## config.mk

```make
export PLATFORM = sky130hd
export DESIGN_NAME = wishbone_master
export DESIGN_NICKNAME = d
export VERILOG_FILES = /design/src/rtl/wishbone_master.sv
export SDC_FILE = /design/constraint.sdc
export NUM_CORES = 1
export LEC_CHECK = 0
export ABC_AREA = 1
export CAP_MARGIN = 20
export CORE_MARGIN = 5
export CORE_UTILIZATION = 41
export DETAILED_ROUTE_END_ITERATION = 10
export PLACE_DENSITY = 0.86
export SETUP_SLACK_MARGIN = 0.4
export SLEW_MARGIN = 20
export SYNTH_ARGS = -nofsm -noshare
export SYNTH_HDL_FRONTEND = slang
export SYNTH_SLANG_ARGS = --single-unit
```

## constraint.sdc

```tcl
create_clock -name i_CLK -period 3.3 [get_ports i_CLK]
set_input_delay 0.66 -clock i_CLK [delete_from_list [all_inputs] [get_ports i_CLK]]
set_output_delay 0.66 -clock i_CLK [all_outputs]
set_load 0.02 [all_outputs]
```

## src/rtl/wishbone_master.sv

```systemverilog
// Single-outstanding Wishbone B4 classic initiator for the core load/store unit.
// Handles byte/half/word accesses, lane steering, alignment errors and ACK timeouts.
module wishbone_master #(
    parameter int DATA_WIDTH     = 32,
    parameter int ADDR_WIDTH     = 32,
    parameter int TIMEOUT_CYCLES = 255
) (
    input  logic                  i_CLK,
    input  logic                  i_RST,
    input  logic                  i_REQ,
    output logic                  o_READY,
    input  logic                  i_WE,
    input  logic [1:0]            i_SIZE,
    input  logic                  i_UNSIGNED,
    input  logic [ADDR_WIDTH-1:0] i_ADDR,
    input  logic [DATA_WIDTH-1:0] i_WDATA,
    output logic                  o_DONE,
    output logic                  o_ERR,
    output logic [DATA_WIDTH-1:0] o_RDATA,
    output logic [ADDR_WIDTH-1:0] o_ADDR,
    output logic [DATA_WIDTH-1:0] o_DATA,
    input  logic [DATA_WIDTH-1:0] i_DATA,
    output logic                  o_WE,
    output logic [3:0]            o_SEL,
    output logic                  o_STB,
    input  logic                  i_ACK,
    output logic                  o_CYC,
    output logic                  o_TAGN
);

    typedef enum logic {IDLE, BUS} state_t;

    state_t                state, state_next;
    logic [1:0]            size_q, lane_q;
    logic                  uns_q;
    logic [7:0]            cnt;

    logic                  cyc_n, stb_n, we_n, done_n, err_n, uns_n;
    logic [3:0]            sel_n;
    logic [1:0]            size_n, lane_n;
    logic [7:0]            cnt_n;
    logic [ADDR_WIDTH-1:0] addr_n;
    logic [DATA_WIDTH-1:0] data_n, rdata_n;

    function automatic logic is_aligned(input logic [1:0] size, input logic [1:0] lane);
        case (size)
            2'b00:   is_aligned = 1'b1;
            2'b01:   is_aligned = ~lane[0];
            2'b10:   is_aligned = (lane == 2'b00);
            default: is_aligned = 1'b0;
        endcase
    endfunction

    function automatic logic [3:0] sel_for(input logic [1:0] size, input logic [1:0] lane);
        case (size)
            2'b00:   sel_for = 4'b0001 << lane;
            2'b01:   sel_for = 4'b0011 << lane;
            default: sel_for = 4'b1111;
        endcase
    endfunction

    // Store data is replicated so the slave finds it on whichever lanes SEL enables.
    function automatic logic [DATA_WIDTH-1:0] replicate(input logic [1:0] size,
                                                        input logic [DATA_WIDTH-1:0] w);
        case (size)
            2'b00:   replicate = {4{w[7:0]}};
            2'b01:   replicate = {2{w[15:0]}};
            default: replicate = w;
        endcase
    endfunction

    function automatic logic [DATA_WIDTH-1:0] steer(input logic [1:0] size, input logic uns,
                                                    input logic [1:0] lane,
                                                    input logic [DATA_WIDTH-1:0] bus);
        logic [DATA_WIDTH-1:0] s;
        s = bus >> {lane, 3'b000};
        case (size)
            2'b00:   steer = {{24{s[7] & ~uns}}, s[7:0]};
            2'b01:   steer = {{16{s[15] & ~uns}}, s[15:0]};
            default: steer = s;
        endcase
    endfunction

    assign o_READY = (state == IDLE);
    assign o_TAGN  = 1'b1;

    always_ff @(posedge i_CLK or negedge i_RST) begin
        if (!i_RST) state <= IDLE;
        else        state <= state_next;
    end

    always_comb begin
        state_next = state;
        cyc_n      = o_CYC;
        stb_n      = o_STB;
        we_n       = o_WE;
        sel_n      = o_SEL;
        addr_n     = o_ADDR;
        data_n     = o_DATA;
        rdata_n    = o_RDATA;
        done_n     = 1'b0;
        err_n      = 1'b0;
        size_n     = size_q;
        lane_n     = lane_q;
        uns_n      = uns_q;
        cnt_n      = cnt;
        case (state)
            IDLE: begin
                if (i_REQ) begin
                    if (is_aligned(i_SIZE, i_ADDR[1:0])) begin
                        addr_n     = {i_ADDR[ADDR_WIDTH-1:2], 2'b00};
                        we_n       = i_WE;
                        sel_n      = sel_for(i_SIZE, i_ADDR[1:0]);
                        data_n     = replicate(i_SIZE, i_WDATA);
                        size_n     = i_SIZE;
                        lane_n     = i_ADDR[1:0];
                        uns_n      = i_UNSIGNED;
                        cyc_n      = 1'b1;
                        stb_n      = 1'b1;
                        cnt_n      = 8'd0;
                        state_next = BUS;
                    end else begin
                        done_n  = 1'b1;
                        err_n   = 1'b1;
                        rdata_n = '0;
                    end
                end
            end
            BUS: begin
                if (i_ACK) begin
                    cyc_n      = 1'b0;
                    stb_n      = 1'b0;
                    done_n     = 1'b1;
                    rdata_n    = o_WE ? '0 : steer(size_q, uns_q, lane_q, i_DATA);
                    state_next = IDLE;
                end else if (cnt == 8'(TIMEOUT_CYCLES - 1)) begin
                    cyc_n      = 1'b0;
                    stb_n      = 1'b0;
                    done_n     = 1'b1;
                    err_n      = 1'b1;
                    rdata_n    = '0;
                    state_next = IDLE;
                end else begin
                    cnt_n = cnt + 8'd1;
                end
            end
            default: state_next = IDLE;
        endcase
    end

    always_ff @(posedge i_CLK or negedge i_RST) begin
        if (!i_RST) begin
            o_CYC   <= 1'b0;
            o_STB   <= 1'b0;
            o_WE    <= 1'b0;
            o_SEL   <= 4'b0000;
            o_ADDR  <= '0;
            o_DATA  <= '0;
            o_RDATA <= '0;
            o_DONE  <= 1'b0;
            o_ERR   <= 1'b0;
            size_q  <= 2'b00;
            lane_q  <= 2'b00;
            uns_q   <= 1'b0;
            cnt     <= 8'd0;
        end else begin
            o_CYC   <= cyc_n;
            o_STB   <= stb_n;
            o_WE    <= we_n;
            o_SEL   <= sel_n;
            o_ADDR  <= addr_n;
            o_DATA  <= data_n;
            o_RDATA <= rdata_n;
            o_DONE  <= done_n;
            o_ERR   <= err_n;
            size_q  <= size_n;
            lane_q  <= lane_n;
            uns_q   <= uns_n;
            cnt     <= cnt_n;
        end
    end

endmodule
```

==> run summary <==
=====================================================================================
Total of endpoints with negative setup slack in the final report                    0
Vias per Instance                                                               5.108
Number of buffers and inverters on the critical path                                2
Clock tree skew after final layout                                           6.499 ps
Relative slew margins                                                          54.55%
Number of CTS-inserted buffers                                                     17
Fill count                                                                      1,256
Reported net switching power                                               0.002051 W
Floorplan Core Area                                                      0.01437 mm^2
Final number of max-transition violations                                           0
Detailed-placement wirelength estimate                                      12,520 um
Initial DRC Count                                                                 485
Initial antenna violation count                                                     0
Number of buffers added on ports                                                  207
Die outline area                                                         0.01698 mm^2
Fraction of power consumed by the clock network                                 31.0%
Antenna fix cells                                                                   0
Part of the power in combinational logic                                        34.8%
Data arrival time of the worst path                                           1860 ps
Area of combinational cells with multiple inputs                         0.002519 mm^2
Starting Density                                                               41.31%
Via count of the first global-routing pass                                      5,604
Uppermost metal layer occupied by signal nets                                    met4
Routed wire length on met2                                                    8595 um
CTS tree                                                                         done
Max frequency                                                              0.3962 GHz
Number of maximum-capacitance violations                                            0
Worst slew pin tran                                                          681.7 ps
List of cells traversed by the critical path                             inv_1 -> clkdlybuf4s50_1
Global Route Usage Sum                                                         20.98%
Number of vias after detailed routing                                           5,721
Routed met3 length                                                            1951 um
Worst-case vdd ir drop                                                    0.0004094 V
Most frequent standard cell in the layout excluding fill and tap cells        nand2_1
Sw Share                                                                       35.24%
Number of gates resized after cts                                                   0
Maximum clock path buffer count                                                     2
Post-synthesis cell count                                                         735
Post-detailed-routing wire length                                           17,740 um
Highest cell delay on the worst timing path                                    650 ps
Vertical die dimension                                                       130.3 um
Metal-1 WL                                                                    6940 um
Count of hold-fix buffers inserted at cts                                           0
Number of flip-flops and latches in the synthesized netlist                       116
Critical path type                                                         reg -> out
Global-route wire length before repair                                      27,780 um
DIE WIDTH                                                                    130.3 um
Cell row count                                                                     44
Share of synthesized area occupied by flip-flops and latches                   48.90%
Element type at the critical path start                                          flop
Post-detailed-route DRC marker count                                                0
Post-layout power                                                          0.005820 W
Remaining antenna violation count after routing                                     0
Yosys warns                                                                         0
Internal power of the cells                                                0.003769 W
Crit path capture type                                                    output port
H-Tree Depth                                                                        4
Slowest library cell on the worst path                                   clkdlybuf4s50_1
Layout net count                                                                1,029
Outcome                                                                  finished, final reports clean
Final routed wire length divided by cell count                               15.84 um
Yosys cell types                                                                   36
Maximum number of pins on one net before global-route repair                       82
Worst-Skew Late Latency                                                        420 ps
Share of final-layout standard cells stronger than drive strength 1            8.013%
Sinks on Clock Net                                                                116
Cell at the root of the clock tree                                          clkbuf_16
PwrDens                                                                  681.8 mW/mm^2
Class of the worst hold path                                              in -> async
Drt first pass iters                                                                5
Area used by sequential logic in the layout                              0.002903 mm^2
Final-report hold violation count                                                   0
I/O Pins                                                                          211
Top cell family by delay on the critical path                            buffers and inverters
Ratio of final minimum period to clock period                                  76.49%
Data required, critical path                                                  2640 ps
Number of setup buffers added after CTS                                             0
Seq pwr share                                                                   34.2%
Area added between synthesis and finish                                        43.80%
Leak Pwr                                                                     4.002 nW
Routability cong.                                                              0.8658
Clock-pin transition on the worst setup and hold timing paths                   60 ps
Final global-route overflow total                                                   0
Highest-count cells in the layout ignoring fill and taps                 nand2_1, clkdlybuf4s50_1, dfrtp_1
Average size of a mapped cell                                              8.076 um^2
RSZ-0062 raised after global routing                                               no
Setup TNS Final                                                                  0 ps
Time the worst path needs with I/O delays and setup                           2524 ps
Maximum fanout encountered on the critical timing path                              7
Mapped Area                                                              0.005936 mm^2
=====================================================================================
## flip-flops by register name, summed over array words and instances, names as in the netlist
register,count
o_ERR,1
state,1
lane_q,2
o_ADDR,30
o_DATA,32
uns_q,1
o_RDATA,32
o_SEL,4
o_DONE,1
size_q,2
o_CYC,1
cnt,8
o_WE,1
## cell usage after synthesis, drive strengths merged
cell	n	area (um^2)
a211oi	1	7.510
a21oi	47	235.2
buf	39	321.5
clkbuf	8	32.53
conb	2	7.510
dfrtp	116	2903
ha	2	25.02
inv	41	163.9
nand2	308	1220
nand3	56	340.3
nand4	16	100.1
nor2	21	123.9
nor3	1	5.000
o211ai	7	52.55
o21ai	66	364.1
o31ai	1	7.510
xor2	3	26.28
## kinds of logic after synthesis
family	after synthesis	synth area share (%)
AO/OA/AOI/OAI	122	11.24
XOR/XNOR	3	0.4427
adder cells (fa/ha/maj)	2	0.4215
buffers and inverters	88	8.727
flip-flops	116	48.90
other	2	0.1265
AND/OR/NAND/NOR	402	30.14
## through the flow
| stage | setup slack (ps) | cell area [um^2] | util, % | instances | hold WS, ps |
|---|---|---|---|---|---|
| detailed placement | 530.1 | 7958 | 55.38 | 1088 | 467.8 |
| global route | 703.4 | 8536 | 59.40 | 1120 | 278.0 |
| global placement | 604.1 | 7958 | 55.38 | 1088 | 461.8 |
| finish | 775.7 | 8536 | 59.40 | 1120 | 219.3 |
| floorplan | 1758 | 5939 | - | 736 | 364.4 |
| CTS | 754.6 | 8536 | 59.40 | 1120 | 246.2 |
## cell type report
class	instances	share of cell area, %
timing repair buffer	215	25.10
tap	184	2.697
clock buffer	20	5.233
inverter	41	1.920
multi-input combinational	532	29.51
clock inverter	12	1.539
sequential	116	34.01
## layer usage
| metal | GRT usage (%) | vias up |
|---|---|---|
| li1 | - | 2745 |
| met4 | 7.457 | 0 |
| met3 | 7.695 | 20 |
| met1 | 25.10 | 2703 |
| met5 | 0 | - |
| met2 | 34.85 | 253 |
## worst paths after layout
kind                                             start                       to  slack, ps  cells after the start
worst max register to register   lane_q[1]$_DFFE_PN0P_  o_RDATA[17]$_DFFE_PN0P_       1410                      7
min in group i_CLK              o_ADDR[13]$_DFFE_PN0P_   o_ADDR[13]$_DFFE_PN0P_        480                      2
max in group asynchronous                        i_RST    size_q[0]$_DFFE_PN0P_       2260                      2
worst min-delay path                             i_RST  o_RDATA[21]$_DFFE_PN0P_        220                      1
worst min register to register  o_ADDR[13]$_DFFE_PN0P_   o_ADDR[13]$_DFFE_PN0P_        480                      2
worst max-delay path                   state$_DFF_PN0_                  o_READY        780                      2
## power by group through the flow
stage	clock network, W	registers, W	logic, W
6_report	0.00180	0.00199	0.00202
5_1_grt	0.00188	0.00203	0.00220
4_1_cts	0.00182	0.00199	0.00204
3_5_place_dp	0	0.00200	0.00203
3_3_place_gp	0	0.00200	0.00199
2_1_floorplan	0	0.00230	0.000804
Note: power is estimated with default switching activity, not from simulation.
